File: src/rtl/cpu_ctrl_fsm.sv
// Multi-cycle control unit for the 16-bit datapath: fetch, decode and sequencing of
// R-type, LOAD, STORE and Jcond instructions over a ready/request memory port.
//
// state  | meaning
// RESET  | all strobes low, ir cleared; leaves to FETCH once reset is low
// FETCH  | PC addresses memory; ir captures instr on mem_ready
// DECODE | no strobes; picks EXEC / LOAD / STORE / JUMP or flags an illegal ext
// EXEC   | ALU result and flags written, PC advances
// LOAD   | Rsrc addresses memory; memory data written to Rdest on mem_ready
// STORE  | Rsrc addresses memory, Rdest supplies data; completes on mem_ready
// JUMP   | PC advances or loads the Rsrc target depending on the condition
module cpu_ctrl_fsm #(
    parameter int REG_N       = 16,
    parameter int SEL_W       = $clog2(REG_N),
    parameter int MEM_TIMEOUT = 15
) (
    input  logic              clk,
    input  logic              reset,
    input  logic [15:0]       instr,
    input  logic              mem_ready,
    input  logic [4:0]        flags,
    output logic [15:0]       ir,
    output logic [7:0]        alu_op,
    output logic [SEL_W-1:0]  ra_sel,
    output logic [SEL_W-1:0]  rb_sel,
    output logic [REG_N-1:0]  reg_en,
    output logic              flag_en,
    output logic              alu_sel,
    output logic              addr_sel,
    output logic              mem_req,
    output logic              mem_we,
    output logic              pc_en,
    output logic              pc_sel,
    output logic              illegal,
    output logic              bus_err
);

    localparam logic [2:0] S_RESET  = 3'd0;
    localparam logic [2:0] S_FETCH  = 3'd1;
    localparam logic [2:0] S_DECODE = 3'd2;
    localparam logic [2:0] S_EXEC   = 3'd3;
    localparam logic [2:0] S_LOAD   = 3'd4;
    localparam logic [2:0] S_STORE  = 3'd5;
    localparam logic [2:0] S_JUMP   = 3'd6;

    localparam int               CNT_W    = (MEM_TIMEOUT < 2) ? 1 : $clog2(MEM_TIMEOUT);
    localparam logic [CNT_W-1:0] CNT_LOAD = (MEM_TIMEOUT > 0) ? CNT_W'(MEM_TIMEOUT - 1) : '0;
    localparam bit               TO_EN    = (MEM_TIMEOUT != 0);
    localparam logic [4:0]       REG_LIM  = 5'(REG_N);
    localparam logic [REG_N-1:0] REG_ONE  = REG_N'(1);

    logic [2:0]       state;
    logic [2:0]       next_state;
    logic             from_decode;
    logic [CNT_W-1:0] wait_cnt;

    logic [3:0]       cls;
    logic [3:0]       rdest;
    logic [3:0]       ext;
    logic [3:0]       rsrc;
    logic             rdest_bad;
    logic             rsrc_bad;
    logic             mem_bad;
    logic             is_cmp;
    logic [REG_N-1:0] rdest_hot;
    logic             waiting;
    logic             accept;
    logic             timeout;
    logic             taken;
    logic             f_n, f_z, f_f, f_l, f_c;

    assign cls   = ir[15:12];
    assign rdest = ir[11:8];
    assign ext   = ir[7:4];
    assign rsrc  = ir[3:0];

    assign alu_op = {ir[15:12], ir[7:4]};
    assign ra_sel = ir[8 +: SEL_W];
    assign rb_sel = ir[0 +: SEL_W];

    assign rdest_bad = ({1'b0, rdest} >= REG_LIM);
    assign rsrc_bad  = ({1'b0, rsrc} >= REG_LIM);
    assign mem_bad   = rdest_bad | rsrc_bad;
    assign is_cmp    = (cls == 4'b0000) && (ext == 4'b1011);
    assign rdest_hot = REG_ONE << rdest;

    // The first LOAD/STORE cycle only presents the address; mem_ready is accepted
    // from the second cycle on, which gives the four-cycle zero-wait memory ops.
    assign waiting = (state == S_FETCH) ||
                     (((state == S_LOAD) || (state == S_STORE)) && !from_decode);
    assign accept  = waiting && mem_ready;
    assign timeout = TO_EN && waiting && !mem_ready && (wait_cnt == '0);

    assign {f_n, f_z, f_f, f_l, f_c} = flags;

    always_comb begin
        case (rdest)
            4'h0:    taken = f_z;
            4'h1:    taken = !f_z;
            4'h2:    taken = f_c;
            4'h3:    taken = !f_c;
            4'h4:    taken = f_l;
            4'h5:    taken = !f_l;
            4'h6:    taken = f_n;
            4'h7:    taken = !f_n;
            4'h8:    taken = f_f;
            4'h9:    taken = !f_f;
            4'hA:    taken = !f_l && !f_z;
            4'hB:    taken = f_l || f_z;
            4'hC:    taken = !f_n && !f_z;
            4'hD:    taken = f_n || f_z;
            4'hE:    taken = 1'b1;
            default: taken = 1'b0;
        endcase
    end

    always_comb begin
        next_state = state;
        reg_en     = '0;
        flag_en    = 1'b0;
        alu_sel    = 1'b0;
        addr_sel   = 1'b0;
        mem_req    = 1'b0;
        mem_we     = 1'b0;
        pc_en      = 1'b0;
        pc_sel     = 1'b0;
        illegal    = 1'b0;
        bus_err    = 1'b0;
        if (reset) begin
            next_state = S_RESET;
        end else begin
            case (state)
                S_RESET: next_state = S_FETCH;
                S_FETCH: begin
                    mem_req = !timeout;
                    bus_err = timeout;
                    if (accept) next_state = S_DECODE;
                end
                S_DECODE: begin
                    if (cls != 4'b0100) begin
                        next_state = S_EXEC;
                    end else begin
                        case (ext)
                            4'b0000: next_state = S_LOAD;
                            4'b0100: next_state = S_STORE;
                            4'b1100: next_state = S_JUMP;
                            default: begin
                                illegal    = 1'b1;
                                pc_en      = 1'b1;
                                next_state = S_FETCH;
                            end
                        endcase
                    end
                end
                S_EXEC: begin
                    alu_sel    = 1'b1;
                    flag_en    = 1'b1;
                    pc_en      = 1'b1;
                    if (!is_cmp) begin
                        if (rdest_bad) illegal = 1'b1;
                        else           reg_en  = rdest_hot;
                    end
                    next_state = S_FETCH;
                end
                S_LOAD: begin
                    mem_req  = !timeout;
                    addr_sel = 1'b1;
                    bus_err  = timeout;
                    if (accept) begin
                        pc_en      = 1'b1;
                        illegal    = mem_bad;
                        reg_en     = mem_bad ? '0 : rdest_hot;
                        next_state = S_FETCH;
                    end else if (timeout) begin
                        pc_en      = 1'b1;
                        next_state = S_FETCH;
                    end
                end
                S_STORE: begin
                    // An out-of-range register turns the store into a harmless no-write access.
                    mem_req  = !timeout;
                    mem_we   = !timeout && !mem_bad;
                    addr_sel = 1'b1;
                    bus_err  = timeout;
                    if (accept) begin
                        pc_en      = 1'b1;
                        illegal    = mem_bad;
                        next_state = S_FETCH;
                    end else if (timeout) begin
                        pc_en      = 1'b1;
                        next_state = S_FETCH;
                    end
                end
                S_JUMP: begin
                    pc_en      = 1'b1;
                    illegal    = rsrc_bad;
                    pc_sel     = taken && !rsrc_bad;
                    next_state = S_FETCH;
                end
                default: next_state = S_RESET;
            endcase
        end
    end

    always_ff @(posedge clk) begin
        if (reset) begin
            state       <= S_RESET;
            ir          <= '0;
            from_decode <= 1'b0;
            wait_cnt    <= CNT_LOAD;
        end else begin
            state       <= next_state;
            from_decode <= (state == S_DECODE);
            if ((state == S_FETCH) && accept) ir <= instr;
            // A FETCH retry after a timeout gets a fresh wait window.
            if ((next_state != state) || timeout)
                wait_cnt <= CNT_LOAD;
            else if (waiting && !mem_ready && (wait_cnt != '0))
                wait_cnt <= wait_cnt - CNT_W'(1);
        end
    end

endmodule

File: config.mk
export PLATFORM = sky130hd
export DESIGN_NAME = cpu_ctrl_fsm
export DESIGN_NICKNAME = d
export VERILOG_FILES = /design/src/rtl/cpu_ctrl_fsm.sv
export SDC_FILE = /design/constraint.sdc
export NUM_CORES = 1
export LEC_CHECK = 0
export ABC_AREA = 0
export CAP_MARGIN = 20
export CELL_PAD_IN_SITES_DETAIL_PLACEMENT = 1
export CELL_PAD_IN_SITES_GLOBAL_PLACEMENT = 1
export CORE_AREA = 2 2 82 84
export DETAILED_ROUTE_END_ITERATION = 10
export DIE_AREA = 0 0 84 86
export GPL_TIMING_DRIVEN = 0
export PLACE_DENSITY_LB_ADDON = 0.05
export SYNTH_ARGS = -nofsm -noshare
export SYNTH_HDL_FRONTEND = slang
export SYNTH_SLANG_ARGS = --single-unit
File: constraint.sdc
create_clock -name clk -period 2.4 [get_ports clk]
set_input_delay 0.24 -clock clk [delete_from_list [all_inputs] [get_ports clk]]
set_output_delay 0.24 -clock clk [all_outputs]
set_load 0.02 [all_outputs]
* Yosys cells after proc, flatten, opt, wreduce, memory -nomap -nowiden
Index checks and enable logic that the tools add are counted.
** Storage, ports and cells
- Word-level logic and storage cells :: 97
- Output and inout port bits :: 57
- Register bits :: 24
** Cells by class
- Shift operators :: 1
- Mux-type cells :: 32
- Equal/unequal tests :: 25
- Reduce and logical (&&, ||, !) cells :: 34
- Add/subtract/negate cells :: 1
** Operator list (number)
- two-way mux 16 bit :: 3
- == test 4 bit (second input constant) :: 9
- case mux 16 bit (2 select lines) :: 1
- == test 4 x 3 -> 1 bit (second input constant) :: 5
- two-way mux 1 bit :: 19
- logical NOT 4 bit :: 4
- << shifter 1 x 4 -> 16 bit (first input constant) :: 1
- two-way mux 3 bit :: 5
- case mux 1 bit (15 select lines) :: 1
- case mux 3 bit (4 select lines) :: 1
- == test 3 bit (second input constant) :: 3
- logical AND 1 bit :: 9
- case mux 3 bit (3 select lines) :: 1
- OR reduction 3 bit :: 3
- == test 4 x 2 -> 1 bit (second input constant) :: 2
- logical NOT 1 bit :: 8
- == test 3 x 2 -> 1 bit (second input constant) :: 2
- OR reduction 2 bit :: 3
- logical OR 1 bit :: 5
- == test 4 x 1 -> 1 bit (second input constant) :: 1
- != test 4 x 3 -> 1 bit (second input constant) :: 1
- nonzero test 4 bit :: 1
- subtractor 4 x 1 -> 4 bit (second input constant) :: 1
- == test 3 x 1 -> 1 bit (second input constant) :: 1
- 3 further kinds :: 3

* Logic depth before layout (Yosys ltp)
Gate-level depths: netlist of run 1.
- Depth after elaboration :: 13
- Depth in mapped cells :: 7
- Mapped depth without buffers :: 7

* Worst setup path before layout of run 1
Ideal clock, no wire load.
- Path type :: register -> output
- From :: register state[2]
- To :: output mem_req
- Data arrival time :: 1.975 ns
- Setup slack :: 0.185 ns
- Required time :: 2.160 ns
- Stages on the path, launching flop included :: 5
- Path buffers :: 1
- Cells stage by stage :: dfxtp_1 > clkbuf_1 > nor2_1 > and3b_1 > a2111oi_0
** Between the ends
- Longest elaborated chain between the ends :: 9
** RTL lines
- from (decl) :: line 52 : logic [2:0] state;
- from (signal assigned) :: line 212 : state <= next_state;
- == test 3 bit :: line 90, 132
- logical OR 1 bit :: line 90 : (((state == S_LOAD) || (state == S_STORE)) && !from_decode);
- logical AND 1 bit :: line 90
- logical OR 1 bit :: line 89 : assign waiting = (state == S_FETCH) ||
- logical AND 1 bit (2 in a row) :: line 92 : assign timeout = TO_EN && waiting && !mem_ready && (wait_cnt == '0);
- logical NOT 1 bit :: line 135, 166, 181
- two-way mux 1 bit *
- two-way mux 1 bit * :: line 129 : if (reset) begin
- to (decl) :: line 30 : output logic mem_req,
Mark *: on every way between the ends. The rest lies on a longest branch, timed or not.

* Worst setup path in the final report of run 1
- From :: input mem_ready
- To :: output reg_en[2]
** Between the ends
- Longest elaborated chain between the ends :: 4
** RTL lines
- from (decl) :: line 20 : input logic mem_ready,
- logical AND 1 bit :: line 91 : assign accept = waiting && mem_ready;
- two-way mux 16 bit :: line 169 : if (accept) begin
- case mux 16 bit (2 select lines) :: line 132 : case (state)
- two-way mux 16 bit :: line 129
- to (decl) :: line 26 : output logic [REG_N-1:0] reg_en,
No other way between the ends.

==> impl_metrics.py, run 1 <==
metrics = {
    "floorplan": {
        "io_pins": 81,
        "dieWidth_um": 84,
        "start_util": 0.262,
        "die_area_um2": 7220,
        "rows": 29,
        "die_h_um": 86,
        "fp.coreArea_um2": 6280,
    },
    "cts": {
        "insertion_delay_ns": 0.27,
        "clk_path_buf_depth": 2,
        "cts_made_buffers": 3,
        "cts_htree_levels": 1,
        "cts_tree": "built",
        "hold_buffers": 0,
        "path_clk_slew_ns": 0.09,
        "root_buffer": "clkbuf_8",
        "clock_sinks": 24,
    },
    "sta": {
        "maxSlewHeadroom": 0.645,
        "fmax_mhz": 433,
        "finalSetupViolCount": 0,
        "slew_violations": 0,
        "fin_crit_ns": 2.31,
        "max_slew.worst_pin.slew_ns": 0.533,
        "rsz0062_at_grt": "yes",
        "finalHoldViolations": 0,
        "period_share": 0.963,
        "skew_ns": 0.00388,
    },
    "yosys": {
        "synthTopCellsByArea": "dfxtp_1, nand2_1, buf_4",
        "synth-edff-count": 0,
        "syn_area_um2": 1650,
        "yosys_register_bits": 24,
        "syn_area_per_cell_um2": 7.16,
        "yosys_warnings": 0,
        "syn_inst": 230,
        "synth_nets": 256,
        "synth_top_cell_area_share": 0.292,
        "ys.flop_type": "dfxtp_1",
        "yosysUniqueCellTypes": 46,
        "postSynth.asyncResetShare": 0,
        "seq_area_frac_synth": 0.292,
        "post-synth-top-area-cell": "dfxtp_1",
    },
    "global_routing": {
        "grt_max_degree": 15,
        "antenna_found_initial": 0,
        "grt_pass1_wl_um": 9160,
        "track_usage": 0.152,
        "grt_pass1_vias": 1912,
        "grt_overflow": 0,
    },
    "routing": {
        "drt-pass1-iter-count": 4,
        "wl_um": 5750,
        "vias_per_cell": 4.85,
        "route.detailed.drc": 0,
        "vias": 1900,
        "detail_route.wl_per_cell_um": 14.7,
        "drtIter0Drc": 57,
        "ant_nets": 0,
    },
    "power": {
        "fin_total_pwr_mw": 1.09,
        "pwr-share-clk": 0.330,
        "p_int_mw": 0.781,
        "p_leak_nw": 1.14,
        "p_seq_frac": 0.403,
        "p_per_area_nw_per_um2": 406,
        "p_sw_frac": 0.282,
        "p_switching_mw": 0.306,
        "comb_power_share": 0.267,
        "peakVddDrop_mv": 0.217,
    },
    "hold_path": {
        "hp-class": "reg2reg",
        "hp-start": "ir[3]",
        "whs_path_depth": 2,
        "min_to": "ir[3]",
    },
    "critical_path": {
        "crit_chain": "clkdlybuf4s50_1 -> nor2b_4 -> and3_4 -> o21ai_4 -> or3b_4 -> nor3_2 -> buf_4",
        "crit_required_ns": 2.16,
        "critical_path_class": "in2out",
        "crit_path_start_kind": "input port",
        "critPathSlowestCell": "clkdlybuf4s50_1",
        "worstReg2RegStart": "wait_cnt[0]",
        "max_stage_delay_ns": 0.57,
        "crit_buf_inv": 2,
        "worst-path-stages": 7,
        "cp.arrival_ns": 2.07,
        "r2r-end": "wait_cnt[1]",
        "r2r_cells": 8,
        "crit_family": "simple AND/OR/NAND/NOR gates",
        "timing.reg2reg.setup_slack_ns": 0.45,
        "end_kind": "output port",
        "cp_max_fo": 5,
    },
    "status": {
        "status": "complete, no violations",
    },
    "cells_and_area": {
        "syn_to_final_growth_pct": 62.5,
        "nets": 342,
        "insertedDiodeCount": 0,
        "design_area_um2": 2680,
        "final_common_cell": "clkdlybuf4s50_1",
        "final_cell_mix": "clkdlybuf4s50_1, nand2_1, buf_4",
        "drive_gt1_frac": 0.175,
    },
    "place": {
        "port_buffers": 79,
        "place.gp.congestion": 0.814,
        "place_area_um2": 2530,
        "dpl.hpwl_um": 4340,
    },
    "job": {
        "max_cap_viol_count": 0,
    },
}
synthesized netlist by cell type, drive strengths merged (2+ instances only):
| master | n |
|---|---|
| o211a | 2 |
| dfxtp | 24 |
| mux2i | 4 |
| nand2 | 44 |
| clkbuf | 13 |
| and3 | 4 |
| buf | 19 |
| nor4 | 8 |
| o21ai | 4 |
| nor3 | 10 |
| inv | 5 |
| nor3b | 5 |
| nand3 | 2 |
| nand2b | 7 |
| a31oi | 2 |
| or2 | 2 |
| o2111ai | 2 |
| nor2 | 20 |
| nor2b | 4 |
| a211oi | 2 |
| o21a | 2 |
| a211o | 2 |
| ha | 2 |
| a21oi | 22 |
power groups by stage:
stage / Clock, mW / Combinational [mW] / Sequential, mW
2_1_floorplan: 0 / 0.144 / 0.455
3_3_place_gp: 0 / 0.283 / 0.445
3_5_place_dp: 0 / 0.285 / 0.445
4_1_cts: 0.373 / 0.289 / 0.440
5_1_grt: 0.393 / 0.315 / 0.442
6_report: 0.359 / 0.290 / 0.438
cells by family (layout without fill, tap and decap cells):
group,Yosys count,in the layout,share of synthesized area
AO/OA/AOI/OAI,47,48,0.189
XOR/XNOR,2,2,0.0106
adder cells (fa/ha/maj),2,2,0.0152
buffers and inverters,37,121,0.125
flip-flops,24,24,0.292
multiplexers,4,4,0.0243
AND/OR/NAND/NOR,114,114,0.344
registers in the layout (all words and copies together) (netlist names):
| register | cells |
|---|---|
| ir | 16 |
| from_decode | 1 |
| wait_cnt | 4 |
| state | 3 |
worst min-delay path: cells and delay by family (launching register included):
family          cells  cell delay (ns)
flops               1             0.33
simple gates        1             0.06
compound gates      1             0.05
stage by stage:
stage	setup WS, ns	hold slack [ns]	std cells	setup TNS (ns)	util
5_1_grt	-0.0359	0.507	392	-0.0381	0.426
4_1_cts	0.0228	0.490	389	0	0.418
3_5_place_dp	-0.572	0.475	386	-5.57	0.404
3_3_place_gp	-0.574	0.462	386	-5.40	0.404
6_report	0.0880	0.479	392	0	0.426
2_1_floorplan	0.185	0.376	230	0	-
routing by layer:
metal | GRT usage | vias up | share of wire
met3 | 0.0318 | 2 | 0.049
met2 | 0.243 | 44 | 0.45
met4 | 0.0264 | 0 | 0.0031
met5 | 0 | - | 0
li1 | - | 961 | -
met1 | 0.216 | 893 | 0.49
layout make-up:
cell class	instances	area, um2
Multi-Input combinational cell	170	1020
Inverter	5	18.8
Clock buffer	3	41.3
Timing Repair Buffer	82	787
Fill cell	794	3600
Clock inverter	1	30.0
Tap cell	77	96.3
Sequential cell	24	494
Buffer	30	190
worst max path at each step:
stage	end	slack [ns]	startpoint
floorplan	mem_req	0.19	state[2]
global placement	reg_en[2]	-0.57	mem_ready
detailed placement	reg_en[2]	-0.57	mem_ready
CTS	reg_en[2]	0.02	state[0]
global route	reg_en[7]	-0.04	ir[14]
finish	reg_en[2]	0.09	mem_ready
repair_timing:
| action | CTS | global route |
|---|---|---|
| pin swaps | 1 | 2 |
| setup buffers | 1 | 2 |
| resized for setup | 57 | 18 |
| setup endpoints to repair | 23 | 9 |
| cloned | 0 | 1 |
No activity file was read; power rests on OpenSTA's default activity.
==> run 2: changes to the inputs <==
- CTS_CLUSTER_SIZE: default -> 24
==> results of run 2 <==
The final DEF is identical to that of run 1; final timing and power are the same.
==> run 3: changes to the inputs <==
- GPL_ROUTABILITY_DRIVEN: default -> 0
==> results of run 3 <==
The final DEF is identical to that of run 1; final timing and power are the same.
